**src/rtl/vec_mem_gather_scatter.sv**
```systemverilog
// Vector gather/scatter engine: one multi-address vector packet becomes per-lane scalar accesses, lane 0 first.
// Optional build macro VEC_GATHER_COALESCE_EN: a read lane whose address equals the previous lane's reuses its data.
module vec_mem_gather_scatter #(
    parameter int NUM_LANES = 4,
    parameter int LANE_W    = 64,
    parameter int ADDR_W    = 32,
    parameter int BUS_ID_W  = 8
) (
    input  logic                          clk,
    input  logic                          reset_n,
    input  logic                          req_valid,
    output logic                          req_ready,
    input  logic [7:0]                    req_type,
    input  logic [BUS_ID_W-1:0]           req_source,
    input  logic [NUM_LANES*LANE_W-1:0]   req_address,
    input  logic [NUM_LANES*LANE_W-1:0]   req_payload,
    output logic                          resp_valid,
    input  logic                          resp_ready,
    output logic [7:0]                    resp_type,
    output logic [BUS_ID_W-1:0]           resp_source,
    output logic [NUM_LANES*LANE_W-1:0]   resp_address,
    output logic [NUM_LANES*LANE_W-1:0]   resp_payload,
    output logic                          mem_req_valid,
    input  logic                          mem_req_ready,
    output logic                          mem_we,
    output logic [ADDR_W-1:0]             mem_addr,
    output logic [LANE_W-1:0]             mem_wdata,
    input  logic                          mem_rvalid,
    input  logic [LANE_W-1:0]             mem_rdata,
    output logic                          err_illegal
);

    localparam int LANE_CW = (NUM_LANES > 1) ? $clog2(NUM_LANES) : 1;
    localparam logic [LANE_CW-1:0] LAST_LANE = LANE_CW'(NUM_LANES - 1);

`ifdef VEC_GATHER_COALESCE_EN
    localparam bit COALESCE_EN = 1'b1;
`else
    localparam bit COALESCE_EN = 1'b0;
`endif

    localparam logic [7:0] TYPE_RD      = 8'd0;
    localparam logic [7:0] TYPE_WR      = 8'd1;
    localparam logic [7:0] TYPE_RD_RESP = 8'd2;
    localparam logic [7:0] TYPE_WR_RESP = 8'd3;

    typedef enum logic [1:0] {IDLE, ISSUE, WAIT_RD, RESP} state_t;

    state_t               state_q, state_d;
    logic [LANE_CW-1:0]   lane_q, lane_d;
    logic                 is_wr_q, is_wr_d;
    logic [BUS_ID_W-1:0]  src_q, src_d;
    logic [LANE_W-1:0]    addr_q [NUM_LANES];
    logic [LANE_W-1:0]    addr_d [NUM_LANES];
    logic [LANE_W-1:0]    data_q [NUM_LANES];
    logic [LANE_W-1:0]    data_d [NUM_LANES];

    logic                 req_ready_q, req_ready_d;
    logic                 err_illegal_q, err_illegal_d;
    logic                 resp_valid_q, resp_valid_d;
    logic [7:0]           resp_type_q, resp_type_d;
    logic                 mem_req_valid_q, mem_req_valid_d;
    logic                 mem_we_q, mem_we_d;
    logic [ADDR_W-1:0]    mem_addr_q, mem_addr_d;
    logic [LANE_W-1:0]    mem_wdata_q, mem_wdata_d;

    logic                 req_is_legal;
    logic                 coalesce_now;
    logic [LANE_CW-1:0]   lane_prev;

    // A read lane repeating the previous lane's scalar address needs no memory access.
    function automatic logic coalesces(input logic is_wr, input logic [LANE_CW-1:0] lane,
                                       input logic [LANE_W-1:0] addr [NUM_LANES]);
        logic [LANE_CW-1:0] prev;
        prev = lane - 1'b1;
        return COALESCE_EN && !is_wr && (lane != '0)
               && (addr[lane][ADDR_W-1:0] == addr[prev][ADDR_W-1:0]);
    endfunction

    assign req_is_legal = (req_type == TYPE_RD) || (req_type == TYPE_WR);
    assign lane_prev    = lane_q - 1'b1;
    assign coalesce_now = (state_q == ISSUE) && coalesces(is_wr_q, lane_q, addr_q);

    always_ff @(posedge clk) begin
        // NOTE: sequential state uses non-blocking assignments so every flop samples pre-edge values.
        if (!reset_n) begin
            state_q <= IDLE;
            lane_q  <= '0;
            is_wr_q <= 1'b0;
            src_q   <= '0;
            // NOTE: the lane buffers are a handful of flops, not a RAM, so they reset like any register.
            for (int i = 0; i < NUM_LANES; i++) begin
                addr_q[i] <= '0;
                data_q[i] <= '0;
            end
            req_ready_q     <= 1'b0;
            err_illegal_q   <= 1'b0;
            resp_valid_q    <= 1'b0;
            resp_type_q     <= '0;
            mem_req_valid_q <= 1'b0;
            mem_we_q        <= 1'b0;
            mem_addr_q      <= '0;
            mem_wdata_q     <= '0;
        end else begin
            state_q         <= state_d;
            lane_q          <= lane_d;
            is_wr_q         <= is_wr_d;
            src_q           <= src_d;
            addr_q          <= addr_d;
            data_q          <= data_d;
            req_ready_q     <= req_ready_d;
            err_illegal_q   <= err_illegal_d;
            resp_valid_q    <= resp_valid_d;
            resp_type_q     <= resp_type_d;
            mem_req_valid_q <= mem_req_valid_d;
            mem_we_q        <= mem_we_d;
            mem_addr_q      <= mem_addr_d;
            mem_wdata_q     <= mem_wdata_d;
        end
    end

    always_comb begin
        // NOTE: every variable gets a default first so no path leaves it unassigned (no latch).
        state_d = state_q;
        lane_d  = lane_q;
        is_wr_d = is_wr_q;
        src_d   = src_q;
        addr_d  = addr_q;
        data_d  = data_q;
        case (state_q)
            IDLE: begin
                if (req_valid && req_ready_q && req_is_legal) begin
                    state_d = ISSUE;
                    lane_d  = '0;
                    is_wr_d = (req_type == TYPE_WR);
                    src_d   = req_source;
                    for (int i = 0; i < NUM_LANES; i++) begin
                        addr_d[i] = req_address[i*LANE_W +: LANE_W];
                        data_d[i] = req_payload[i*LANE_W +: LANE_W];
                    end
                end
            end
            ISSUE: begin
                if (coalesce_now) begin
                    data_d[lane_q] = data_q[lane_prev];
                    if (lane_q == LAST_LANE) state_d = RESP;
                    else lane_d = lane_q + 1'b1;
                end else if (mem_req_valid_q && mem_req_ready) begin
                    if (!is_wr_q) state_d = WAIT_RD;
                    else if (lane_q == LAST_LANE) state_d = RESP;
                    else lane_d = lane_q + 1'b1;
                end
            end
            WAIT_RD: begin
                if (mem_rvalid) begin
                    data_d[lane_q] = mem_rdata;
                    if (lane_q == LAST_LANE) begin
                        state_d = RESP;
                    end else begin
                        lane_d  = lane_q + 1'b1;
                        state_d = ISSUE;
                    end
                end
            end
            RESP: begin
                if (resp_valid_q && resp_ready) state_d = IDLE;
            end
            default: state_d = IDLE;
        endcase
    end

    // Outputs are registered from the next state so they line up with the state register.
    always_comb begin
        req_ready_d     = (state_d == IDLE);
        err_illegal_d   = (state_q == IDLE) && req_valid && req_ready_q && !req_is_legal;
        mem_req_valid_d = (state_d == ISSUE) && !coalesces(is_wr_d, lane_d, addr_d);
        mem_we_d        = mem_req_valid_d && is_wr_d;
        mem_addr_d      = mem_req_valid_d ? addr_d[lane_d][ADDR_W-1:0] : '0;
        mem_wdata_d     = mem_we_d ? data_d[lane_d] : '0;
        resp_valid_d    = (state_d == RESP);
        resp_type_d     = !resp_valid_d ? 8'd0 : (is_wr_d ? TYPE_WR_RESP : TYPE_RD_RESP);
    end

    assign req_ready     = req_ready_q;
    assign err_illegal   = err_illegal_q;
    assign resp_valid    = resp_valid_q;
    assign resp_type     = resp_type_q;
    assign resp_source   = src_q;
    assign mem_req_valid = mem_req_valid_q;
    assign mem_we        = mem_we_q;
    assign mem_addr      = mem_addr_q;
    assign mem_wdata     = mem_wdata_q;

    for (genvar g = 0; g < NUM_LANES; g++) begin : g_lane
        assign resp_address[g*LANE_W +: LANE_W] = addr_q[g];
        assign resp_payload[g*LANE_W +: LANE_W] = data_q[g];
    end

endmodule

```
**config.mk**
```make
export PLATFORM = sky130hd
export DESIGN_NAME = vec_mem_gather_scatter
export DESIGN_NICKNAME = d
export VERILOG_FILES = /design/src/rtl/vec_mem_gather_scatter.sv
export SDC_FILE = /design/constraint.sdc
export NUM_CORES = 1
export LEC_CHECK = 0
export ABC_AREA = 1
export ABC_CLOCK_PERIOD_IN_PS = 2800
export CORE_AREA = 2 2 479 481
export CTS_BUF_LIST = sky130_fd_sc_hd__clkbuf_4
export DETAILED_ROUTE_END_ITERATION = 7
export DIE_AREA = 0 0 481 483
export PLACE_DENSITY = 0.35
export SLEW_MARGIN = 10
export SYNTH_ARGS = -nofsm -noshare
export SYNTH_HDL_FRONTEND = slang
export SYNTH_SLANG_ARGS = --single-unit
```
**constraint.sdc**
```tcl
create_clock -name clk -period 2.8 [get_ports clk]
set_clock_uncertainty 0.1 [all_clocks]
set_input_delay 0.56 -clock clk [delete_from_list [all_inputs] [get_ports clk]]
set_output_delay 0.56 -clock clk [all_outputs]
set_load 0.1 [all_outputs]
```
==> impl_metrics.json <==
{
  "clk_pin_slew_ns": 0.06,
  "start_util_pct": 13.86,
  "die_area_um2": 232300,
  "timing.rr.start": "req_ready$_SDFF_PN0_",
  "worstSkewPairLatency_ns": 1.24,
  "period_needed_ns": 2.660,
  "vdd_ir_drop_max_v": 0.0003671,
  "overflow": 0,
  "rr_endpoint": "mem_wdata[30]$_SDFF_PN0_",
  "max_slew_margin_pct": 49.12,
  "ys_types": 30,
  "ys_seq_area_share_pct": 39.98,
  "wire_per_inst_um": 22.96,
  "p_leak_nw": 27.02,
  "end_kind": "flip-flop",
  "cts_max_path_buffers": 3,
  "gp_congestion": 0.8966,
  "crit_required_ns": 3.81,
  "cts_buffers": 212,
  "finalSetupTns_ns": 0,
  "root_buffer": "clkbuf_4",
  "cts_tree": "yes",
  "rrSetupSlack_ns": 0.14,
  "final-max-slew-violation-count": 0,
  "clock.fmax_mhz": 375.9,
  "startpoint_type": "flip-flop",
  "firstDrtPassIters": 5,
  "grt_use_met3_pct": 7.519,
  "layout.nets": 7602,
  "synth_cells": 4838,
  "period_share_pct": 95.01,
  "area_growth_pct": 89.94,
  "grt_pass1_wl_mm": 322.4,
  "antenna_found_initial": 55,
  "grt_max_degree": 118,
  "postRouteWirelength_mm": 233.9,
  "cts_sinks": 628,
  "fin_ws_ns": 0.1398,
  "die_x_um": 481,
  "fp.coreArea_um2": 226800,
  "worstHoldPathCells": 7,
  "grt_usage_pct": 19.37,
  "synth_area_um2": 31440,
  "io-pin-count": 1227,
  "dp_hpwl_mm": 179.6,
  "port_buffers": 1220,
  "outcome": "completed",
  "grt_busiest_layer": "met2",
  "ff2ff_path_depth": 11,
  "p_per_area_nw_per_um2": 363.5,
  "pre_cts_ws_ns": -0.3686,
  "cts_htree_levels": 4,
  "drcViolationCount": 0,
  "crit_path_max_fanout": 28,
  "ys_ff_latch": 628,
  "worst_slew_pin_slew_ns": 0.7632,
  "grtUsageMet1_pct": 23.87,
  "use_met2_pct": 30.92,
  "grt_pass1_vias": 41880,
  "ant_nets": 0,
  "setup_viol": 0,
  "min_from": "req_payload[196]",
  "die_y_um": 483,
  "hold_class": "in2reg",
  "cp.arrival_ns": 3.67,
  "syn_avg_cell_area_um2": 6.499,
  "viasPerCell": 4.053,
  "finalHoldViolations": 0,
  "drive_gt1_share_pct": 20.90,
  "max_cap_violations": 0,
  "num_vias": 41300,
  "ys_warn_count": 0,
  "critPathKind": "reg2reg",
  "row_count": 175,
  "min_to": "mem_wdata[4]$_SDFF_PN0_",
  "drt_iter0_drc": 2520
}
## layer usage
layer,routed length (µm),vias up
met5,80,-
met4,6676,14
met3,22150,350
met2,105200,1482
met1,99820,19500
li1,-,19950
## cell usage after synthesis (all sizes together)
cell	n	area, µm²
o211ai	2	15.01
a211oi	1	7.510
nand2	1448	5443
nand3b	111	833.3
nand3	625	3138
dfxtp	628	12570
nand4	5	31.28
a22oi	137	1028
a21oi	538	2880
buf	157	804.5
o21ai	133	669.4
clkbuf	197	739.5
inv	619	2326
nor4	2	12.51
nor3	4	42.54
nor2	230	895.8
conb	1	3.750
## cell families (layout without fill, tap and decap cells)
family	Yosys count	count (layout)	synth area share, %
simple gates	2425	2425	33.06
compound gates	811	811	14.63
flops	628	628	39.98
other cells	1	42	0.01193
buf+inv	973	3273	12.31
## layout make-up
cell class	instances	area (µm²)
fillers	25320	167100
well taps	3009	3765
clock buffers	312	2342
repair buffers	2301	23100
multi-input cells	3242	15120
flip-flops and latches	628	12640
diodes	36	90.09
clock inverters	41	306.5
inverters	619	2351
## how the worst max path moves through the flow
stage | start | cells past startpoint | endpoint | slack (ns)
after floorplan | req_ready$_SDFF_PN0_ | 12 | mem_wdata[4]$_SDFF_PN0_ | 0.21
after global placement | req_type[3] | 12 | mem_addr[5]$_SDFF_PN0_ | -0.39
after detailed placement | req_type[3] | 12 | mem_addr[5]$_SDFF_PN0_ | -0.37
after CTS | resp_payload[197]$_SDFF_PN0_ | 1 | resp_payload[197] | 0.0001
after global routing | resp_address[207]$_SDFF_PN0_ | 1 | resp_address[207] | -0.02
final | req_ready$_SDFF_PN0_ | 11 | mem_wdata[30]$_SDFF_PN0_ | 0.14
## metrics by stage
step / utilization (%) / hold slack [ns] / cells / area, µm² / power, mW
floorplan: - / 0.5849 / 4843 / 31460 / 9.615
global placement: 21.57 / 0.3516 / 9130 / 48930 / 10.91
detailed placement: 21.57 / 0.3562 / 9130 / 48930 / 10.90
CTS: 26.28 / 0.00001632 / 10150 / 59620 / 22.33
global route: 26.32 / 0.03356 / 10180 / 59700 / 22.84
finish: 26.33 / 0.1913 / 10190 / 59720 / 21.71
## report_power, final
group          switching, mW  total [mW]  leakage, nW  internal (mW)
registers             0.0161        8.96         5.08           8.95
logic                   1.04        2.42         20.4           1.38
clock network           5.06        10.3         1.58           5.27
total                   6.11        21.7         27.0           15.6
## critical path, stage by stage, from the launching register on
cell	delay, ns
dfxtp_2	0.39
nand2_1	0.17
inv_8	0.11
nand3_4	0.21
buf_12	0.24
buf_12	0.17
buf_4	0.17
nand3_1	0.07
nand4_1	0.09
dlygate4sd3_1	0.58
a21oi_1	0.19
nor2_1	0.05
## repair_timing
action	4_1_cts	5_1_grt
resized for setup	378	3
buffers inserted	0	0
hold buffers	669	0
hold endpoints to repair	596	0
setup endpoints to repair	199	7
## cells in the final DEF, fill, tap and decap left out, drive strengths merged, types with 29 or more instances in the layout
cell / instances
a21oi: 538
a22oi: 137
buf: 1035
clkbuf: 312
clkdlybuf4s50: 597
clkinv: 29
dfxtp: 628
diode: 36
dlygate4sd3: 669
inv: 629
nand2: 1448
nand3: 625
nand3b: 111
nor2: 230
o21ai: 133
Note: power is estimated with default switching activity, not from simulation.
